[config.mk]
export PLATFORM = sky130hd
export DESIGN_NAME = rf_wb_arbiter_flat
export DESIGN_NICKNAME = d
export VERILOG_FILES = /design/src/rtl/rf_wb_arbiter_pkg.sv /design/src/rtl/rf_wb_arbiter_if.sv /design/src/rtl/rf_wb_prio_pick.sv /design/src/rtl/rf_wb_arbiter.sv /design/src/flat_wrapper.sv
export SDC_FILE = /design/constraint.sdc
export NUM_CORES = 1
export LEC_CHECK = 0
export BUFFER_PORTS_ARGS = -buffer_cell sky130_fd_sc_hd__buf_2
export CORE_ASPECT_RATIO = 0.75
export CORE_MARGIN = 2
export CORE_UTILIZATION = 40
export CTS_BUF_LIST = sky130_fd_sc_hd__clkbuf_4
export DETAILED_ROUTE_END_ITERATION = 8
export PLACE_DENSITY = 0.76
export RECOVER_POWER = 50
export SYNTH_ARGS = -nofsm -noshare
export SYNTH_HDL_FRONTEND = slang
export SYNTH_HIERARCHICAL = 1
export SYNTH_SLANG_ARGS = --single-unit
[constraint.sdc]
create_clock -name clk -period 4.8 [get_ports clk]
set_input_delay 0.96 -clock clk [delete_from_list [all_inputs] [get_ports clk]]
set_output_delay 0.96 -clock clk [all_outputs]
set_load 0.05 [all_outputs]
[src/rtl/rf_wb_arbiter_pkg.sv]
// rf_wb_arbiter_pkg: shared constants and types for the writeback arbiter
package rf_wb_arbiter_pkg;
  localparam int unsigned NREQ = 3;
  localparam int unsigned ADDR_W = 5;
  localparam int unsigned DATA_W = 32;
  localparam int unsigned STARVE_LIMIT = 4;
  localparam int unsigned CNT_W = $clog2(STARVE_LIMIT + 1);
  localparam int unsigned NREG = 2 ** ADDR_W;
  localparam int unsigned REQ_ALU = 0;
  localparam int unsigned REQ_LOAD = 1;
  localparam int unsigned REQ_MULDIV = 2;
  typedef logic [CNT_W-1:0] cnt_t;
endpackage

[src/rtl/rf_wb_arbiter_if.sv]
// rf_wb_arbiter_if: writeback request, reservation and register-file write bundle
interface rf_wb_arbiter_if;
  import rf_wb_arbiter_pkg::*;
  logic [NREQ-1:0] req_valid;
  logic [NREQ*ADDR_W-1:0] req_addr;
  logic [NREQ*DATA_W-1:0] req_data;
  logic [NREQ-1:0] req_ready;
  logic rsv_valid;
  logic [ADDR_W-1:0] rsv_addr;
  logic rf_we;
  logic [ADDR_W-1:0] rf_waddr;
  logic [DATA_W-1:0] rf_wdata;
  logic [NREG-1:0] busy;
  modport master(output req_valid, req_addr, req_data, rsv_valid, rsv_addr,
                 input req_ready, rf_we, rf_waddr, rf_wdata, busy);
  modport slave(input req_valid, req_addr, req_data, rsv_valid, rsv_addr,
                output req_ready, rf_we, rf_waddr, rf_wdata, busy);
endinterface

[src/rtl/rf_wb_prio_pick.sv]
// rf_wb_prio_pick: one-hot grant to the lowest-index starved requester, else lowest-index valid
module rf_wb_prio_pick
  import rf_wb_arbiter_pkg::*;
(
  input  logic [NREQ-1:0] valid,
  input  logic [NREQ-1:0] starved,
  output logic [NREQ-1:0] grant
);
  logic [NREQ-1:0] cand;
  assign cand = |(valid & starved) ? (valid & starved) : valid;
  assign grant = cand & (~cand + NREQ'(1));
endmodule

[src/rtl/rf_wb_arbiter.sv]
// rf_wb_arbiter: shares the register-file write port among writeback sources and tracks pending writes
module rf_wb_arbiter
  import rf_wb_arbiter_pkg::*;
(
  input logic clk,
  input logic rst_n,
  rf_wb_arbiter_if.slave bus
);
  cnt_t cnt [NREQ];
  logic [NREQ-1:0] starved, grant;
  logic [ADDR_W-1:0] sel_a;
  logic [DATA_W-1:0] sel_d;
  logic xfer, wr;
  logic [NREG-1:0] clr, set;
  // flag requesters that have lost enough consecutive cycles to be promoted
  always_comb
    for (int i = 0; i < NREQ; i++) starved[i] = cnt[i] >= cnt_t'(STARVE_LIMIT);
  rf_wb_prio_pick u_pick (.valid(bus.req_valid), .starved(starved), .grant(grant));
  assign bus.req_ready = rst_n ? grant : '0;
  assign xfer = |bus.req_ready;
  // route the granted requester's address and data
  always_comb begin
    sel_a = '0;
    sel_d = '0;
    for (int i = 0; i < NREQ; i++)
      if (grant[i]) begin
        sel_a = bus.req_addr[i*ADDR_W +: ADDR_W];
        sel_d = bus.req_data[i*DATA_W +: DATA_W];
      end
  end
  assign wr = xfer && sel_a != '0;
  assign clr = xfer ? NREG'(1) << sel_a : '0;
  assign set = (bus.rsv_valid && bus.rsv_addr != '0) ? NREG'(1) << bus.rsv_addr : '0;
  // losing requesters count up to the limit, winners and idle ones restart
  always_ff @(posedge clk or negedge rst_n)
    if (!rst_n)
      for (int i = 0; i < NREQ; i++) cnt[i] <= '0;
    else
      for (int i = 0; i < NREQ; i++)
        cnt[i] <= (bus.req_valid[i] && !grant[i]) ? (starved[i] ? cnt[i] : cnt[i] + cnt_t'(1)) : '0;
  // register the granted write; writes to r0 are swallowed
  always_ff @(posedge clk or negedge rst_n)
    if (!rst_n) begin
      bus.rf_we <= 1'b0;
      bus.rf_waddr <= '0;
      bus.rf_wdata <= '0;
    end else begin
      bus.rf_we <= wr;
      if (wr) begin
        bus.rf_waddr <= sel_a;
        bus.rf_wdata <= sel_d;
      end
    end
  // commit clears first so a same-cycle reservation of the same register wins
  always_ff @(posedge clk or negedge rst_n)
    if (!rst_n) bus.busy <= '0;
    else bus.busy <= (bus.busy & ~clr) | set;
endmodule
[src/flat_wrapper.sv]
// flat-port wrapper written by rule: the top's interface ports become plain ports
module rf_wb_arbiter_flat import rf_wb_arbiter_pkg::*;
  (clk, rst_n, bus_req_valid, bus_req_addr, bus_req_data, bus_rsv_valid, bus_rsv_addr, bus_req_ready, bus_rf_we, bus_rf_waddr, bus_rf_wdata, bus_busy);
  rf_wb_arbiter_if bus_i ();
  input logic clk;
  input logic rst_n;
  input wire logic [$bits(bus_i.req_valid)-1:0] bus_req_valid;
  input wire logic [$bits(bus_i.req_addr)-1:0] bus_req_addr;
  input wire logic [$bits(bus_i.req_data)-1:0] bus_req_data;
  input wire logic [$bits(bus_i.rsv_valid)-1:0] bus_rsv_valid;
  input wire logic [$bits(bus_i.rsv_addr)-1:0] bus_rsv_addr;
  output wire logic [$bits(bus_i.req_ready)-1:0] bus_req_ready;
  output wire logic [$bits(bus_i.rf_we)-1:0] bus_rf_we;
  output wire logic [$bits(bus_i.rf_waddr)-1:0] bus_rf_waddr;
  output wire logic [$bits(bus_i.rf_wdata)-1:0] bus_rf_wdata;
  output wire logic [$bits(bus_i.busy)-1:0] bus_busy;
  assign bus_i.req_valid = bus_req_valid;
  assign bus_i.req_addr = bus_req_addr;
  assign bus_i.req_data = bus_req_data;
  assign bus_i.rsv_valid = bus_rsv_valid;
  assign bus_i.rsv_addr = bus_rsv_addr;
  assign bus_req_ready = bus_i.req_ready;
  assign bus_rf_we = bus_i.rf_we;
  assign bus_rf_waddr = bus_i.rf_waddr;
  assign bus_rf_wdata = bus_i.rf_wdata;
  assign bus_busy = bus_i.busy;
  rf_wb_arbiter u_core (.clk(clk), .rst_n(rst_n), .bus(bus_i));
endmodule
==> reports/metrics.yaml <==
logic_synthesis:
  yosys-top-cells-area: "dfrtp_1 47%, nand2_1 9.5%, mux2_4 8.8%"
  synth_area_leader_cell: "dfrtp_1"
  synth_commonest_cells: "107 x nand2_1, 79 x dfrtp_1, 60 x o21ai_0, 33 x a22oi_1, 25 x mux2_4"
  netlist_instances: 452
  synth_top_cell_area_share_pct: 46.6
  yosysSeqAreaShare_pct: 46.6
  synth.net_count: 580
  ys_types: 40
  synthMostInstantiatedCell: "nand2_1"
  synth_warnings: 6
  ys_async_sr_fraction_pct: 100
  syn_area_sq_um: 4240
  synth.avg_cell_area_sq_um: 9.39
  yosys_most_used_dff: "dfrtp_1"
  ys_seq_elements: 79
  synth_edf_count: 0
timing:
  final-hold-violation-count: 0
  slew_viol_final: 42
  fmax_mhz: 283
  period_minus_slack_ns: 3.53
  skew_ns: 0.0138
  relSlewSlack_pct: -47.2
  worstMarginPinSlew_ns: 2.21
  setup_ws_ns: 1.27
  period_share_pct: 73.6
  fin_tns_setup_ns: 0
  setup-violations-final: 0
  rsz0062_at_grt: "no"
final_layout:
  instances_no_fill: 776
  layout.nets: 763
  area_growth_pct: 27.2
  drive_gt1_share_pct: 35.3
  antenna_cells: 0
global_routing:
  grt_pass1_wl_um: 19900
  antenna_found_initial: 0
  grt-ovfl-total: 0
  grt_max_degree: 65
  grt_pass1_vias: 4056
  grt.total_usage_pct: 22.4
power_and_ir_drop:
  leakagePower_nw: 2.66
  irDropWorstVdd_uv: 245
  power.density_nw_per_um2: 457
  power_mw: 2.47
placement:
  dp_hpwl_um: 9590
  port_buffers: 194
  place_inst: 760
  dp_slack_ns: 1.19
  gp_congestion: 0.874
route:
  drtIter0Drc: 275
  routed-via-count: 4084
  drc: 0
  routed_via_density: 5.26
  ant_nets: 0
  routed_wl_um: 12600
  wire_per_inst_um: 16.3
  drt_first_pass_iters: 5
die:
  initial_core_util_pct: 41.2
  placementRows: 32
  dieWidth_um: 123
  ios: 195
  dieArea_sq_um: 11500
  die_h_um: 93.2
  core_sq_um: 10300
clocking:
  worst_setup_hold_path_clk_slew_ns: 0.13
  cts_resized: 0
  postCtsSetupRepairBufs: 0
  clkSinkCount: 79
  ctsHoldBuffers: 0
  clk_latency_ns: 0.43
  h-tree-depth: 3
  cts-root-buf: "clkbuf_4"
  cts_tree: "built"
  clk_path_buf_depth: 2
  numCtsBuffers: 9
setup_path:
  crit_path_start: "bus_req_valid[0]"
  r2r-end: "u_core/bus.rf_wdata[31]"
  end_kind: "output port"
  crit_end: "bus_req_ready[1]"
  cp-start-kind: "primary input"
  critPathArrivalTime_ns: 2.57
  r2r_slack_ns: 1.65
  required_ns: 3.84
  crit_path_max_fanout: 29
  r2r_start: "u_core/cnt[5]"
  path_class: "primary input to output port"
  r2r_cells: 8
flow_run:
  cap_violations: 1
worst_hold_path:
  worstHoldPathType: "primary input to async pin"
status:
  status: "complete, but fails checks"
  violations: "capacitance limit, slew limit"
worst max-delay path, cell delays in order:
cell,delay [ns]
buf_2,0.14
a21boi_0,0.19
o21a_2,0.45
buf_4,0.40
and2_1,0.17
buf_2,0.25
through the flow:
stage | hold slack, ns | instance area [sq um] | util (%)
3_3_place_gp | 0.486 | 5300 | 51.5
5_1_grt | 0.490 | 5400 | 52.4
6_report | 0.498 | 5400 | 52.4
4_1_cts | 0.487 | 5440 | 52.9
2_1_floorplan | 0.516 | 4240 | -
3_5_place_dp | 0.486 | 5300 | 51.5
power by group:
group	leakage [nW]	switching, mW	internal, mW
registers	0.985	0.0906	0.826
clock network	0.0758	0.238	0.163
logic	1.60	0.854	0.297
total	2.66	1.18	1.29
worst min path at each step:
stage,end,slack (ns),cells past startpoint
detailed placement,u_core/bus.rf_waddr[4],0.49,1
global placement,u_core/bus.busy[29],0.49,2
global route,u_core/bus.rf_waddr[0],0.49,1
finish,u_core/cnt[1],0.50,1
CTS,u_core/bus.rf_waddr[0],0.49,1
floorplan,u_core/cnt[1],0.52,2
sequential cells by signal, indices dropped and copies added (netlist names):
name	cells
u_core/cnt	9
u_core/bus.rf_we	1
u_core/bus.busy	32
u_core/bus.rf_waddr	5
u_core/bus.rf_wdata	32
cells in the final DEF (no fill, tap or decap), drive strengths merged, types with 2 or more instances in the layout:
master  instances
nand2b          7
clkbuf         42
nor3            2
o22ai           4
o21ai          64
nand4           2
a22oi          33
ha              6
o21a            4
nand2         108
a22o            2
mux2i           3
xor2            3
a21o            3
mux2           32
nand3           6
nand3b          5
nor2b           6
a21oi           9
clkinv          4
buf           167
inv            15
nor2           21
and2            4
dfrtp          79
layer usage:
| metal | track usage, % | wire length [um] | up-vias |
|---|---|---|---|
| met5 | 0 | 0 | - |
| li1 | - | - | 1930 |
| met1 | 29.3 | 5360 | 1976 |
| met3 | 5.85 | 939 | 15 |
| met2 | 36.7 | 6130 | 163 |
| met4 | 6.03 | 203 | 0 |
logic make-up after synthesis:
family | after synthesis | share of synthesized area (%)
flip-flops | 79 | 46.6
multiplexers | 35 | 11.4
AND/OR/NAND/NOR | 162 | 16.4
XOR/XNOR | 3 | 0.619
AO/OA/AOI/OAI | 126 | 18.5
adder cells (fa/ha/maj) | 6 | 1.77
buffers and inverters | 41 | 4.75
area by class of cell:
| cell class | instances | area (sq um) |
|---|---|---|
| Clock inverter | 6 | 60.1 |
| Sequential cell | 79 | 1980 |
| Inverter | 14 | 52.6 |
| Timing Repair Buffer | 199 | 981 |
| Clock buffer | 10 | 75.1 |
| Tap cell | 136 | 170 |
| Multi-Input combinational cell | 332 | 2080 |
| Fill cell | 1003 | 4890 |
(Power assumes the default switching activity.)
